==> src/rtl/alu_mem_pkg.sv <==
// Shared definitions for the ALU/register-file pipeline with taint tracking.
package alu_mem_pkg;

  typedef enum logic [1:0] {
    OP_XOR = 2'b00,
    OP_AND = 2'b01,
    OP_OR  = 2'b10,
    OP_ADD = 2'b11
  } op_e;

endpackage

==> src/rtl/alu_mem_taint_core.sv <==
// Combinational ALU datapath and taint-propagation rules for one instruction.
module alu_mem_taint_core
  import alu_mem_pkg::*;
#(
  parameter int unsigned DATA_W = 8,
  parameter int unsigned ADDR_W = 4
) (
  input  logic [1:0]        op,
  input  logic              mode,
  input  logic [ADDR_W-1:0] rs1,
  input  logic [ADDR_W-1:0] rs2,
  input  logic [DATA_W-1:0] imm,
  input  logic              rs1_t,
  input  logic              rs2_t,
  input  logic              imm_t,
  input  logic              mode_t,
  input  logic              op_t,
  input  logic [DATA_W-1:0] rs1_data,
  input  logic [DATA_W-1:0] rs2_data,
  input  logic              rs1_mem_t,
  input  logic              rs2_mem_t,
  output logic [DATA_W-1:0] res,
  output logic              res_t
);

  op_e               op_dec;
  logic [DATA_W-1:0] op1, op2;
  logic              op1_t, op2_t, ctl_t;

  assign op_dec = op_e'(op);
  assign op1    = rs1_data;
  assign op2    = mode ? imm : rs2_data;
  assign op1_t  = rs1_mem_t || rs1_t;
  assign op2_t  = mode ? imm_t : (rs2_mem_t || rs2_t);
  assign ctl_t  = mode_t || op_t;

  always_comb begin
    res = '0;
    unique case (op_dec)
      OP_XOR: res = op1 ^ op2;
      OP_AND: res = op1 & op2;
      OP_OR:  res = op1 | op2;
      OP_ADD: res = op1 + op2;
      default: res = '0;
    endcase
  end

  always_comb begin
    res_t = op1_t || op2_t || ctl_t;
    // x ^ x is constant zero whatever the register holds
    if (!ctl_t && !mode && !rs1_t && !rs2_t && (rs1 == rs2) && (op_dec == OP_XOR)) begin
      res_t = 1'b0;
    end
    // an untainted zero forces an AND result regardless of the other operand
    if (!ctl_t && (op_dec == OP_AND) &&
        ((!op1_t && (op1 == '0)) || (!op2_t && (op2 == '0)))) begin
      res_t = 1'b0;
    end
  end

endmodule

==> src/rtl/alu_mem_pipe.sv <==
// Register file + one-stage result register with valid/ready handshake and taint tracking.
module alu_mem_pipe
  import alu_mem_pkg::*;
#(
  parameter int unsigned DATA_W = 8,
  parameter int unsigned DEPTH  = 16,
  localparam int unsigned ADDR_W = (DEPTH > 1) ? $clog2(DEPTH) : 1
) (
  input  logic              clk,
  input  logic              rst,
  input  logic              in_valid,
  output logic              in_ready,
  input  logic [1:0]        op,
  input  logic              mode,
  input  logic [ADDR_W-1:0] rs1,
  input  logic [ADDR_W-1:0] rs2,
  input  logic [ADDR_W-1:0] rd,
  input  logic [DATA_W-1:0] imm,
  input  logic              rs1_t,
  input  logic              rs2_t,
  input  logic              rd_t,
  input  logic              imm_t,
  input  logic              mode_t,
  input  logic              op_t,
  output logic              out_valid,
  input  logic              out_ready,
  output logic [DATA_W-1:0] result,
  output logic              result_t,
  output logic [ADDR_W-1:0] rd_out,
  output logic [ADDR_W:0]   taint_cnt
);

  logic [DATA_W-1:0] mem_q [DEPTH];
  logic [DEPTH-1:0]  mem_t_q;
  logic              out_valid_q, result_t_q;
  logic [DATA_W-1:0] result_q;
  logic [ADDR_W-1:0] rd_out_q;
  logic [ADDR_W:0]   taint_cnt_q, taint_cnt_d;
  logic [DATA_W-1:0] res;
  logic              res_t, wr_t, accept;

  assign in_ready = !out_valid_q || out_ready;
  assign accept   = in_valid && in_ready;
  assign wr_t     = res_t || rd_t;

  alu_mem_taint_core #(
    .DATA_W(DATA_W),
    .ADDR_W(ADDR_W)
  ) u_core (
    .op       (op),
    .mode     (mode),
    .rs1      (rs1),
    .rs2      (rs2),
    .imm      (imm),
    .rs1_t    (rs1_t),
    .rs2_t    (rs2_t),
    .imm_t    (imm_t),
    .mode_t   (mode_t),
    .op_t     (op_t),
    .rs1_data (mem_q[rs1]),
    .rs2_data (mem_q[rs2]),
    .rs1_mem_t(mem_t_q[rs1]),
    .rs2_mem_t(mem_t_q[rs2]),
    .res      (res),
    .res_t    (res_t)
  );

  always_comb begin
    taint_cnt_d = '0;
    for (int i = 0; i < DEPTH; i++) begin
      taint_cnt_d = taint_cnt_d + {{ADDR_W{1'b0}}, mem_t_q[i]};
    end
  end

  always_ff @(posedge clk or posedge rst) begin
    if (rst) begin
      for (int i = 0; i < DEPTH; i++) begin
        mem_q[i] <= '0;
      end
      mem_t_q     <= '0;
      out_valid_q <= 1'b0;
      result_q    <= '0;
      result_t_q  <= 1'b0;
      rd_out_q    <= '0;
      taint_cnt_q <= '0;
    end else begin
      taint_cnt_q <= taint_cnt_d;
      if (accept) begin
        mem_q[rd]   <= res;
        mem_t_q[rd] <= wr_t;
        out_valid_q <= 1'b1;
        result_q    <= res;
        result_t_q  <= wr_t;
        rd_out_q    <= rd;
      end else if (out_valid_q && out_ready) begin
        out_valid_q <= 1'b0;
      end
    end
  end

  assign out_valid = out_valid_q;
  assign result    = result_q;
  assign result_t  = result_t_q;
  assign rd_out    = rd_out_q;
  assign taint_cnt = taint_cnt_q;

endmodule

==> config.mk <==
export PLATFORM = sky130hd
export DESIGN_NAME = alu_mem_pipe
export DESIGN_NICKNAME = d
export VERILOG_FILES = /design/src/rtl/alu_mem_pkg.sv /design/src/rtl/alu_mem_taint_core.sv /design/src/rtl/alu_mem_pipe.sv
export SDC_FILE = /design/constraint.sdc
export NUM_CORES = 1
export LEC_CHECK = 0
export CORE_MARGIN = 2
export CORE_UTILIZATION = 50
export DETAILED_ROUTE_END_ITERATION = 8
export PLACE_DENSITY = 0.67
export SYNTH_ARGS = -nofsm -noshare
export SYNTH_HDL_FRONTEND = slang
export SYNTH_SLANG_ARGS = --single-unit
export TNS_END_PERCENT = 50
==> constraint.sdc <==
create_clock -name clk -period 4.9 [get_ports clk]
set_input_delay 0.735 -clock clk [delete_from_list [all_inputs] [get_ports clk]]
set_output_delay 0.735 -clock clk [all_outputs]
set_load 0.01 [all_outputs]
# --- Word level (Yosys, flattened, before mapping) ---
# Cells that the tools add are included.
op_classes:
  addsub: 16
  n_lt_le_gt_ge: 8
  n_eq_ne: 4
  mux: 23
  bitwise_logic: 6
  reduce_logical: 32
ops:
  columns: ["cell", "count"]
  rows:
  - ["bitwise mux 128 bit", 1]
  - ["binary-select mux 8 bit (select 4 bit)", 2]
  - ["adder 5 x 1 -> 5 bit", 11]
  - ["2-to-1 mux 8 bit", 6]
  - ["demux 8 bit (select 4 bit)", 1]
  - ["one-hot mux 8 bit (4 select lines)", 1]
  - ["bitwise mux 16 bit", 1]
  - ["zero test 8 bit", 2]
  - [">= comparator 5 bit, second input constant", 3]
  - ["< comparator 4 x 5 -> 1 bit, second input constant", 3]
  - ["NOT 4 -> 5 bit", 3]
  - ["logical AND 1 bit", 13]
  - ["adder 8 bit", 1]
  - ["AND 8 bit", 1]
  - ["binary-select mux 1 bit (select 4 bit)", 2]
  - ["logical OR 1 bit", 8]
  - ["2-to-1 mux 1 bit", 8]
  - ["bitwise OR 8 bit", 1]
  - ["bitwise XOR 8 bit", 1]
  - ["zero test 1 bit", 7]
  - ["adder 4 x 1 -> 5 bit", 1]
  - ["< comparator 5 x 1 -> 1 bit, second input constant", 1]
  - ["adder 3 x 1 -> 4 bit", 1]
  - ["demux 1 bit (select 4 bit)", 1]
  - ["8 further kinds", 9]
totals:
  register_bits: 163
  input_bits: 33
  output_inout_bits: 20
  wordCells: 111

# --- Depth between registers and ports, before layout ---
logic_depth:
  depth_word: 15
  depth_mapped: 17
  mapped_depth_nobuf: 13

# --- Cells and area by module ---
# Synthesis repeated with hierarchy kept, for this count alone.
hier_totals:
  hier_cells: 680
  area_unflattened_um2: 9751.9
modules_own_cells:
  columns: ["module", "instances", "cells_per_inst", "area_each_um2", "seq_area_each_um2"]
  rows:
  - ["alu_mem_pipe", 1, 564, 8798.4, 4078.9]
  - ["alu_mem_taint_core", 1, 116, 953.4, 0.0]

# --- Worst setup path after synthesis ---
# OpenSTA, ideal clock, no wires.
synth_path:
  path_type: "input to register"
  from: "in rs1[0]"
  to: "reg mem_q[110] in the netlist's numbering"
  setup_ns: 0.132
  arrival_time_ns: 4.124
  t_required_ns: 4.768
  slack_ns: 0.644
  path_stages: 16
  n_path_buf: 4
  cell_sequence: "buf_6 > buf_2 > buf_2 > mux4_2 > mux2i_1 > a21oi_1 > ha_1 > a21o_1 > a21o_1 > a21oi_1 > nand2b_1 > or3b_2 > nand4_1 > a221oi_2 > clkbuf_1 > o21ai_1"
synth_via:
  elab_chain_cells: 7
  word_cells_on_any_way: 10
  cone_classes: "add/sub (1); mux (5); bitwise (4)"
synth_lines:
  columns: ["item", "line_no", "text"]
  rows:
  - ["start, declared", "alu_mem_pipe.sv:15", "input logic [ADDR_W-1:0] rs1,"]
  - ["NOT 4 -> 5 bit (implied by the code) (*)", "alu_mem_pipe.sv:60", ".rs1_data (mem_q[rs1]),"]
  - ["binary-select mux 8 bit (select 4 bit) (*)", "alu_mem_pipe.sv:60", null]
  - ["2-to-1 mux 8 bit (implied by the code) (*) (2 in a row)", "alu_mem_pipe.sv:60", null]
  - ["adder 8 bit (tied with other cells)", "alu_mem_taint_core.sv:43", "OP_ADD: res = op1 + op2;"]
  - ["one-hot mux 8 bit (4 select lines) (*)", "alu_mem_taint_core.sv:39", "unique case (op_dec)"]
  - ["bitwise mux 128 bit (*)", "alu_mem_pipe.sv:89", "mem_q[rd] <= res;"]
  - ["end signal, assigned by index", "alu_mem_pipe.sv:89", null]
  - ["end, declared", "alu_mem_pipe.sv:33", "logic [DATA_W-1:0] mem_q [DEPTH];"]
# Every way passes the cells marked *; elsewhere a longest branch is shown, timed or not. The select of a mux whose other input is x is not followed.
# A chain may end at the register's enable or synchronous reset.

# --- Worst setup path in the final report ---
layout_path:
  from: "in rs2[0]"
  to: "reg mem_q[63] in the netlist's numbering"
layout_via:
  elab_chain_cells: 8
  word_cells_on_any_way: 11
  cone_classes: "add/sub (1); mux (6); bitwise (4)"
layout_lines:
  columns: ["item", "line_no", "text"]
  rows:
  - ["start, declared", "alu_mem_pipe.sv:16", "input logic [ADDR_W-1:0] rs2,"]
  - ["NOT 4 -> 5 bit (implied by the code) (*)", "alu_mem_pipe.sv:61", ".rs2_data (mem_q[rs2]),"]
  - ["binary-select mux 8 bit (select 4 bit) (*)", "alu_mem_pipe.sv:61", null]
  - ["2-to-1 mux 8 bit (implied by the code) (*) (2 in a row)", "alu_mem_pipe.sv:61", null]
  - ["2-to-1 mux 8 bit (*)", "alu_mem_taint_core.sv:32", "assign op2 = mode ? imm : rs2_data;"]
  - ["adder 8 bit (tied with other cells)", "alu_mem_taint_core.sv:43", null]
  - ["one-hot mux 8 bit (4 select lines) (*)", "alu_mem_taint_core.sv:39", null]
  - ["bitwise mux 128 bit (*)", "alu_mem_pipe.sv:89", null]
# Marked as above.

==> results.md <==
- CTS buffer count: 17
- Reg area: approximately 4000 sq um
- Sequential share of power: around 37%
- First-pass GRT wire length: between 40 and 50 mm
- CP max stage cell: clkdlybuf4s50_1
- Post-synth cell types: 52
- CP bufs+invs: 3
- Final setup viols: 0
- Num ports: between 50 and 60
- Initial antenna violation count: 0
- Multi-input logic area: between 5000 and 6000 sq um
- Via count: about 7000
- Post-layout total power: 5.99 mW
- Fin nets: 932
- Setup Total Neg Slack: 0 ns
- DRT iter0 DRCs: around 570
- CP Data Arrival Time: about 4.9 ns
- WP depth: 13
- Clock Pin Slew Worst Setup and Hold Paths: about 0.070 ns
- Root buffer cell: clkbuf_16
- Internal Pwr Total: between 3 and 4 mW
- Synth Flop Type: dfrtp_1
- Vias in the first global route: between 7000 and 8000
- Rows: 50
- Top cell type's share of synthesized area: 42.4%
- Final Core Density: between 50% and 60%
- Post-synth EDFFs: 0
- Max Freq: 0.222 GHz
- Maxcap violations: 0
- Average cell area after synthesis: between 10 and 15 sq um
- Number of diodes: 0
- Commonest non-fill, non-tap cell in the layout: dfrtp_1
- Post_cts resized: 0
- Peak VDD IR: approximately 0.42 mV
- ANT nets after route: 0
- Sw Pwr: 2.16 mW
- Largest cells by area after synthesis: dfrtp_1 (42%), mux4_2 (16%), mux2_2 (8.4%)
- Router iterations before antenna repair: 5
- Slowest stage delay, CP: between 0.6 and 0.7 ns
- Most frequent cells in the layout: dfrtp_1 (163), nand2_1 (112), mux2_2 (72), mux4_2 (70), o21ai_0 (64)
- Routability cong.: between 0.9 and 1
- Period utilisation layout: 92.0%
- Critical R2R Launch: mem_q[26]
- Initial Util: between 50 and 60%
- Post-Syn Area: around 9600 sq um
- Asr flop ratio synth: 100%
- Reg2Reg Setup Slack: around 0.97 ns
- Tot GR Track Use: between 20% and 30%
- Crit. End Element: register
- Leakage power: ~4.8 nW
- Fillers: roughly 1500
- Wire per inst: between 20 and 25 microns
- Crit-path max FO: 16
- Seq/Total Area, Yosys: roughly 42%
- Number of setup buffers added after CTS: 0
- Area delta synth->final: 14.7%
- Crit path capture: mem_q[63]
- CP top delay family: compound AO/OA/AOI/OAI gates
- HPWL Detailed: 18.5 mm
- Remaining DRCs: 0
- Syn_nets: 887
- Overflow after GRT: 0
- Hold Worst Slack: roughly 0.48 ns
- Hold_buf cts: 0
- Hold Crit Class: register to register
- Logic pwr share: about two fifths
- Pwr dens: around 540 nW/um^2
- Crit-path cells: clkdlybuf4s50_1 -> buf_12 -> mux4_2 -> nor2b_1 -> a2111oi_0 -> a311oi_1 -> inv_1 -> ha_1 -> nand2_1 -> nor3_1 -> a2111oi_2 -> mux2_2 -> o21ai_1
- Status: complete, no violations
- Latest clock arrival within the worst-skew pair: 0.44 ns
- Worst Reg-to-Reg Cells: 12
- Worst setup SP type: input pin
- H-tree levels: 4
- Switching share of power: ~36%
- Final hold vios: 0
- Tmin final: approximately 4.5 ns
- Layout cells sized above 1: 24.7%
- Cell taking the most area after synthesis: dfrtp_1
- Worst slew pin tran: roughly 1.3 ns
- Port bufs: between 50 and 60
- Rel. slew slack: 15.0%
- Crit path from: rs2[0]
- Ys Warns: 0
- Largest net degree at the start of global routing: 81
- Die area: ~20000 sq um
- CTS tree: yes
- Yosys reg bits: approximately 160
- Mapped Cells: about 800
- Clock Skew: between 0.009 and 0.01 ns
- Core area: between 15000 and 20000 sq um
- Die width: approximately 140 microns
- Setup Crit Path Kind: input pin to register
- Post-Route WL: roughly 27 mm
- RSZ-0062 raised after global routing: false
- Reg2reg end: mem_q[63]
- CTS max path bufs: 2
- Die extent in y: between 100 and 150 microns
- DR vias/cell: around 6.3
- CP Data Required Time: roughly 5.3 ns
- Max Slew Vio Count: 0
- Clk pwr share: a little under a quarter
- Clock net sink count: about 160
## sequential cells by signal, summed over array words and instances, names as in the netlist
name and count:
mem_q 128, result_t 1, taint_cnt 5, rd_out 4, result 8, mem_t_q 16, out_valid 1
## synth_stat cells (11+ instances only)
cell type,instances
buf_2,11
nand2_1,112
o21ai_1,29
inv_1,40
mux2_2,72
mux4_2,70
o21ai_0,64
nor2_1,38
clkbuf_1,35
nor2b_1,11
mux2i_1,25
dfrtp_1,163
ha_1,21
a21oi_1,29
## worst reg2reg max path: cells and delay by family (launching register included)
| family | cells | cell delay (ns) |
|---|---|---|
| multiplexers | 3 | 1.54 |
| AO/OA/AOI/OAI | 5 | 1.25 |
| flip-flops | 1 | 0.43 |
| AND/OR/NAND/NOR | 3 | 0.32 |
| adder cells (fa/ha/maj) | 1 | 0.30 |
## per-layer routing
layer  up-vias  track usage (%)  part of all wire (%)
li1       3078                -                     -
met1      3572             40.0                    43
met2       280             45.2                    48
met3        50             5.37                   6.4
met4         0             9.59                   2.4
met5         -                0                     0
## worst min path at each step
stage,startpoint,slack [ns],endpoint,depth (start not counted)
2_1_floorplan,mem_q[112],0.46,mem_q[112],2
4_1_cts,rd_out[2],0.48,rd_out[2],2
3_5_place_dp,rd_out[2],0.46,rd_out[2],2
3_3_place_gp,rd_out[2],0.46,rd_out[2],2
5_1_grt,result[3],0.52,result[3],2
6_report,rd_out[2],0.48,rd_out[2],2
## power groups by stage
stage | Clock (mW) | Sequential [mW] | Combinational (mW)
floorplan | 0 | 2.08 | 1.79
global placement | 0 | 2.16 | 2.28
finish | 1.37 | 2.19 | 2.42
global route | 1.44 | 2.25 | 2.70
detailed placement | 0 | 2.21 | 2.43
CTS | 1.38 | 2.19 | 2.44
## area by class of cell
class	count	share of cell area, %
Clock buffer	17	3.86
Clock inverter	15	1.55
Inverter	42	1.46
Multi-Input combinational cell	562	46.3
Sequential cell	163	37.0
Tap cell	234	2.65
Timing Repair Buffer	82	7.19
## stage by stage
stage | area, sq um | instances | setup WS [ns]
floorplan | 9620 | 823 | 0.644
global placement | 10400 | 1083 | 0.152
detailed placement | 10400 | 1083 | 0.0548
CTS | 11000 | 1115 | 0.424
global route | 11000 | 1115 | 0.209
finish | 11000 | 1115 | 0.394
## logic make-up after synthesis
kind of cell	share of synthesized area, %
simple gates	8.60
mux	29.6
flops	42.4
compound gates	9.16
buf+inv	4.56
fa+ha+maj	4.81
xor+xnor	0.910
Note: power is estimated with default switching activity, not from simulation.
